[config.mk]
export PLATFORM = sky130hd
export DESIGN_NAME = mem_access_unit
export DESIGN_NICKNAME = d
export VERILOG_FILES = /design/src/rtl/mem_access_unit.sv
export SDC_FILE = /design/constraint.sdc
export NUM_CORES = 1
export LEC_CHECK = 0
export ABC_AREA = 1
export CELL_PAD_IN_SITES_DETAIL_PLACEMENT = 1
export CELL_PAD_IN_SITES_GLOBAL_PLACEMENT = 1
export CORE_MARGIN = 1
export CORE_UTILIZATION = 28
export CTS_BUF_LIST = sky130_fd_sc_hd__clkbuf_8
export DETAILED_ROUTE_END_ITERATION = 12
export PLACE_DENSITY = 0.79
export SYNTH_ARGS = -nofsm -noshare
export SYNTH_HDL_FRONTEND = slang
export SYNTH_SLANG_ARGS = --single-unit
[constraint.sdc]
create_clock -name clk -period 2 [get_ports clk]
set_input_delay 0.4 -clock clk [delete_from_list [all_inputs] [get_ports clk]]
set_output_delay 0.4 -clock clk [all_outputs]
set_load 0.01 [all_outputs]
[src/rtl/mem_access_unit.sv]
// Load/store stage: turns an EX/MEM memory instruction into one data-bus transaction.
// The pipeline is stalled until the access completes. Non-memory instructions pass straight through.
module mem_access_unit #(
  parameter int ADDR_W = 32
) (
  input  logic              clk,
  input  logic              rst,
  input  logic              ex_have_inst,
  input  logic [31:0]       ex_pc,
  input  logic              ex_we,
  input  logic [4:0]        ex_wr,
  input  logic [31:0]       ex_alu_res,
  input  logic [31:0]       ex_sdata,
  input  logic              ex_is_load,
  input  logic              ex_is_store,
  input  logic [2:0]        ex_funct3,
  output logic              dbus_req,
  output logic              dbus_wr,
  output logic [ADDR_W-1:0] dbus_addr,
  output logic [3:0]        dbus_wstrb,
  output logic [31:0]       dbus_wdata,
  input  logic              dbus_gnt,
  input  logic              dbus_rvalid,
  input  logic [31:0]       dbus_rdata,
  output logic              mem_we,
  output logic [31:0]       mem_wd,
  output logic [4:0]        mem_wr,
  output logic [31:0]       mem_pc,
  output logic              mem_have_inst,
  output logic              mem_excp,
  output logic              mem_stop
);

  typedef enum logic [1:0] {
    S_IDLE = 2'd0,
    S_REQ  = 2'd1,
    S_WAIT = 2'd2,
    S_DONE = 2'd3
  } state_t;

  state_t            state_q;
  logic              req_q;
  logic              wr_q;
  logic [ADDR_W-1:0] addr_q;
  logic [3:0]        wstrb_q;
  logic [31:0]       wdata_q;
  logic [31:0]       rdata_q;
  logic [1:0]        off_q;
  logic [2:0]        funct3_q;

  logic [1:0]  off_s;
  logic        aligned_s;
  logic        mem_acc_s;
  logic        op_s;
  logic [3:0]  wstrb_d;
  logic [31:0] wdata_d;

  function automatic logic [31:0] load_extract(input logic [31:0] word,
                                               input logic [1:0]  off,
                                               input logic [2:0]  f3);
    logic [31:0] sh;
    logic [31:0] res;
    sh = word >> {off, 3'b000};
    case (f3)
      3'b000:  res = {{24{sh[7]}}, sh[7:0]};
      3'b001:  res = {{16{sh[15]}}, sh[15:0]};
      3'b100:  res = {24'd0, sh[7:0]};
      3'b101:  res = {16'd0, sh[15:0]};
      default: res = word;
    endcase
    return res;
  endfunction

  // Alignment check and lane placement of store data/strobes
  always_comb begin
    off_s     = ex_alu_res[1:0];
    aligned_s = 1'b0;
    wstrb_d   = 4'b0000;
    wdata_d   = ex_sdata;
    case (ex_funct3[1:0])
      2'b00: begin
        aligned_s = 1'b1;
        wstrb_d   = 4'b0001 << off_s;
        wdata_d   = {4{ex_sdata[7:0]}};
      end
      2'b01: begin
        aligned_s = ~off_s[0];
        wstrb_d   = 4'b0011 << off_s;
        wdata_d   = {2{ex_sdata[15:0]}};
      end
      default: begin
        aligned_s = (off_s == 2'b00);
        wstrb_d   = 4'b1111;
        wdata_d   = ex_sdata;
      end
    endcase
    if (!ex_is_store) begin
      wstrb_d = 4'b0000;
    end else begin
      wstrb_d = wstrb_d;
    end
    mem_acc_s = ex_have_inst & (ex_is_load | ex_is_store);
    op_s      = mem_acc_s & aligned_s;
  end

  // Writeback, trace and stall outputs toward MEM/WB
  always_comb begin
    mem_pc        = ex_pc;
    mem_wr        = ex_wr;
    mem_have_inst = ex_have_inst;
    mem_excp      = mem_acc_s & ~aligned_s;
    mem_stop      = op_s & (state_q != S_DONE);
    mem_we        = 1'b0;
    mem_wd        = ex_alu_res;
    if (!ex_have_inst) begin
      mem_we = 1'b0;
    end else if (mem_acc_s) begin
      if (op_s && ex_is_load && !ex_is_store && (state_q == S_DONE)) begin
        mem_we = ex_we;
      end else begin
        mem_we = 1'b0;
      end
    end else begin
      mem_we = ex_we;
    end
    if (mem_acc_s && ex_is_load && !ex_is_store) begin
      mem_wd = load_extract(rdata_q, off_q, funct3_q);
    end else begin
      mem_wd = ex_alu_res;
    end
  end

  assign dbus_req   = req_q;
  assign dbus_wr    = wr_q;
  assign dbus_addr  = {addr_q[ADDR_W-1:2], 2'b00};
  assign dbus_wstrb = wstrb_q;
  assign dbus_wdata = wdata_q;

  // Access FSM; request fields are latched on leaving IDLE so they stay fixed until grant
  always_ff @(posedge clk) begin
    if (rst) begin
      state_q  <= S_IDLE;
      req_q    <= 1'b0;
      wr_q     <= 1'b0;
      addr_q   <= {ADDR_W{1'b0}};
      wstrb_q  <= 4'b0000;
      wdata_q  <= 32'd0;
      rdata_q  <= 32'd0;
      off_q    <= 2'b00;
      funct3_q <= 3'b000;
    end else begin
      case (state_q)
        S_IDLE: begin
          if (op_s) begin
            state_q  <= S_REQ;
            req_q    <= 1'b1;
            wr_q     <= ex_is_store;
            addr_q   <= ex_alu_res[ADDR_W-1:0];
            wstrb_q  <= wstrb_d;
            wdata_q  <= wdata_d;
            off_q    <= off_s;
            funct3_q <= ex_funct3;
          end
        end
        S_REQ: begin
          if (dbus_gnt) begin
            req_q   <= 1'b0;
            state_q <= wr_q ? S_DONE : S_WAIT;
          end
        end
        S_WAIT: begin
          if (dbus_rvalid) begin
            rdata_q <= dbus_rdata;
            state_q <= S_DONE;
          end
        end
        S_DONE: begin
          state_q <= S_IDLE;
        end
        default: begin
          state_q <= S_IDLE;
          req_q   <= 1'b0;
        end
      endcase
    end
  end

endmodule

### Word level (Yosys, flattened, before mapping)

Index checks and enable logic that the tools add are counted.

* equal/unequal tests: 11
* shift-type cells: 3
* multiplexer cells: 17
* bitwise logic cells: 7
* reductions and logical operators: 15

Operators by type and width (number)
* $pmux W32 S4: 1
* $pmux W32 S2: 1
* $mux W32: 1
* $shr A32 B5 Y16: 1
* $ne A2 B2 Y1 const B: 4
* $pmux W2 S4: 1
* $pmux W4 S2: 1
* $eq A3 B3 Y1 const B: 2
* $logic_not A2 Y1: 3
* $mux W1: 6
* $mux W2: 3
* $reduce_and A3 Y1: 2
* $logic_and A1 B1 Y1: 5
* $and A1 B1 Y1: 4
* $eq A2 B1 Y1 const B: 2
* $eq A2 B2 Y1 const B: 2
* $mux W4: 1
* $pmux W1 S2: 2
* $reduce_and A2 Y1: 2
* $shl A1 B2 Y4 const A: 1
* $shl A2 B2 Y4 const A: 1
* $eq A3 B1 Y1 const B: 1
* $logic_not A3 Y1: 1
* $not A1 Y1: 2
* other kinds (3): 3

* register bits after elaboration: 109
* input port bits: 144
* output and inout port bits: 143
* logic and storage cells: 62

### Logic depth before layout (Yosys ltp)

* word-level depth: 9
* gate-level depth with buffers: 10
* gate-level depth less buffers: 9

### Worst setup path after synthesis

OpenSTA, ideal clock, no wires.

* path type: reg2out
* from: reg, netlist name addr_q[1]
* to: out mem_wd[28]
* arrival time: 1.273 ns
* required time: 1.600 ns
* path slack: 0.327 ns
* cell stages (with the launch flop): 11
* path buffers: 3
* cell sequence: dfxtp_1 -> buf_4 -> inv_1 -> buf_2 -> nand2_1 -> nand2_1 -> nand2_1 -> buf_2 -> nand3_1 -> o21ai_0 -> inv_1

RTL lines
* end: declaration: RTL line 26 `output logic [31:0] mem_wd,`

==> impl_metrics.py <==
metrics = {
    "run_status": {
        "status": "finished, violations left",
        "violations": "negative setup slack",
    },
    "detailed_routing": {
        "first_pass_iters": 4,
        "wire_per_inst_um": 17.0,
        "ant_nets": 0,
        "drt_wl_total_mm": 23.3,
        "vias": 6597,
        "drc": 0,
        "drt_iter0_markers": 251,
        "viasPerCell": 4.80,
    },
    "worst_setup_path": {
        "reg2reg_depth": 6,
        "r2r_slack_ns": 0.21,
        "r2r_end": "rdata_q[30]",
        "crit_type": "reg -> out",
        "critPathCapture": "mem_wd[21]",
        "crit_arrival_ns": 1.83,
        "start_kind": "flip-flop",
        "worstReg2RegStart": "state_q[0]",
        "critPathCaptureType": "primary output",
        "crit_start": "addr_q[0]",
        "cp_max_fo": 6,
        "crit_required_ns": 1.60,
    },
    "die": {
        "die_area_um2": 21600,
        "core-area_um2": 20400,
        "start_util_pct": 28.8,
        "ios": 287,
        "die_x_um": 147,
        "die_height_um": 147,
        "placementRows": 52,
    },
    "worst_hold_path": {
        "hp-class": "reg -> reg",
    },
    "clock_tree": {
        "clk_transition_reported_paths_ns": 0.10,
        "cts_tree": "done",
        "clkLatencyLatePin_ns": 0.40,
        "cts.sinks": 107,
        "cts_made_buffers": 9,
        "h-tree-depth": 3,
        "cts.path.max_buffers": 2,
        "cts_root_buf": "clkbuf_8",
    },
    "cells_and_area": {
        "diodes": 0,
        "final_cell_mix": "clkdlybuf4s50_1 (170), nand2_1 (154), nor2_1 (152)",
        "final_util_pct": 44.1,
        "final_cell_area_um2": 9010,
        "final_common_cell": "clkdlybuf4s50_1",
        "fin_nets": 1248,
        "final_cells": 1374,
        "syn_to_final_growth_pct": 53.0,
        "drive_gt1_share_pct": 21.7,
    },
    "global_route": {
        "grt_util_met3_pct": 5.68,
        "grt_use_total_pct": 21.5,
        "grt_use_met2_pct": 37.2,
        "use_met1_pct": 25.3,
        "grt_pass1_vias": 6805,
        "top_usage_layer": "met2",
        "overflow": 0,
        "grt_max_degree": 56,
        "grt_pass1_wl_mm": 36.4,
        "grt_antenna_before_repair": 0,
    },
    "synthesis": {
        "avgSynthCellArea_um2": 6.52,
        "synth_largest_area_cell": "dfxtp_1",
        "yosysWarnings": 0,
        "yosys.cell_types.count": 24,
        "post-synth-top-area-fraction_pct": 36.3,
        "yosys-top-cells-area": "dfxtp_1 (36%), nand2_1 (11%), o21ai_0 (10%), nor2_1 (9.8%), buf_4 (9.3%)",
        "yosysSeqAreaShare_pct": 36.3,
        "netlist_area_um2": 5890,
        "syn_inst": 904,
        "synth_seq_cells": 107,
    },
    "placement": {
        "dp.cells": 1343,
        "port_buffers": 210,
        "dp_hpwl_mm": 16.9,
        "place_congestion": 0.806,
        "place_area_um2": 8370,
    },
    "power_and_ir_drop": {
        "power_density_nw_per_um2": 784,
        "fin_total_pwr_w": 0.00707,
        "peakVddDrop_uv": 415,
        "p_leak_nw": 3.99,
    },
    "sta": {
        "maxSlewViolCount": 0,
        "setup_viol": 32,
        "fin_crit_ns": 2.23,
        "slew_headroom_pct": 47.2,
        "rsz0062_at_grt": "yes",
        "finalHoldViolCount": 0,
        "fmax_mhz": 449,
        "holdWs_ns": 0.473,
        "fin_skew_ns": 0.0149,
        "worst_slack_ns": -0.229,
        "fin_crit_sh_pct": 111,
        "tightest_slew_ns": 0.789,
    },
    "job": {
        "maxCapViolCount": 0,
    },
}
## worst min-delay path by stage
| stage | cells past startpoint | start | to | slack, ns |
|---|---|---|---|---|
| CTS | 2 | dbus_wdata[16] | dbus_wdata[16] | 0.47 |
| global placement | 2 | dbus_wdata[2] | dbus_wdata[2] | 0.45 |
| floorplan | 2 | rdata_q[0] | rdata_q[0] | 0.46 |
| global route | 2 | dbus_wdata[7] | dbus_wdata[7] | 0.50 |
| finish | 2 | dbus_wdata[16] | dbus_wdata[16] | 0.47 |
| detailed placement | 2 | dbus_wdata[7] | dbus_wdata[7] | 0.46 |
## repair_timing
| item | 4_1_cts | 5_1_grt |
|---|---|---|
| setup buffers | 12 | 2 |
| hold buffers | 0 | 0 |
| gates cloned | 4 | 0 |
| pin swaps | 18 | 21 |
| resized for setup | 238 | 50 |
| setup endpoints to repair | 35 | 35 |
## metal layers
metal  share of wire [%]  vias up
li1                    -     3224
met1                  42     3114
met2                  49      215
met3                 6.8       44
met4                 3.0        0
met5                   0        -
## flip-flops by register name (all words and copies together), names as in the netlist
signal	cells
funct3_q	3
dbus_wr	1
dbus_wstrb	4
state_q	2
dbus_req	1
addr_q	32
dbus_wdata	32
rdata_q	32
## area by class of cell
cell class,instances,area [um^2]
fillers,2584,11400
repair buffers,309,2980
clock inverters,7,56.3
inverters,59,229
multi-input cells,613,3140
clock buffers,9,124
flip-flops and latches,107,2150
well taps,270,338
## worst max-delay path, stage by stage (launching register included)
cell     delay, ns
dfxtp_4       0.37
buf_6         0.13
nand2_1       0.06
nand3_1       0.08
nand2_2       0.11
nand2_4       0.09
buf_12        0.16
buf_16        0.14
nand3_4       0.06
o21ai_2       0.05
inv_1         0.06
buf_2         0.12
## metrics by stage
step | setup TNS, ns | setup WS [ns]
final | -5.28 | -0.229
after detailed placement | -33.77 | -0.674
after floorplan | 0 | 0.327
after global routing | -9.20 | -0.364
after CTS | -6.43 | -0.252
after global placement | -30.08 | -0.634
## synth_stat cells
library cell  instances
o21ai_1              12
buf_2                21
nand3b_1              1
o211ai_1             13
dfxtp_1             107
nor2_4                1
nor3_1                2
clkinv_1              2
nand3_1              59
ha_1                  5
nand3_2               1
nor2_8                1
buf_1                 1
buf_4                73
a21oi_1              62
inv_2                 1
conb_1                1
nor2_1              154
clkbuf_1             31
o21ai_0             118
nand3_4               1
inv_1                56
nand2_1             180
and2_1                1
## kinds of logic (layout without fill, tap and decap cells)
logic type                 after synthesis  in the layout  synth area share, %
AOI/OAI and AO/OA                      205            205                 18.0
other                                    1              2               0.0636
buffers and inverters                  185            384                 16.9
adders and majority gates                5              5                 1.06
DFF                                    107            107                 36.3
and+or+nand+nor                        401            401                 27.7
## power by group
| group | internal [W] | switching, W | total, W |
|---|---|---|---|
| Clock | 0.000476 | 0.000888 | 0.00136 |
| Combinational | 0.00146 | 0.00155 | 0.00301 |
| Sequential | 0.00246 | 0.000230 | 0.00269 |
Note: power is estimated with default switching activity, not from simulation.
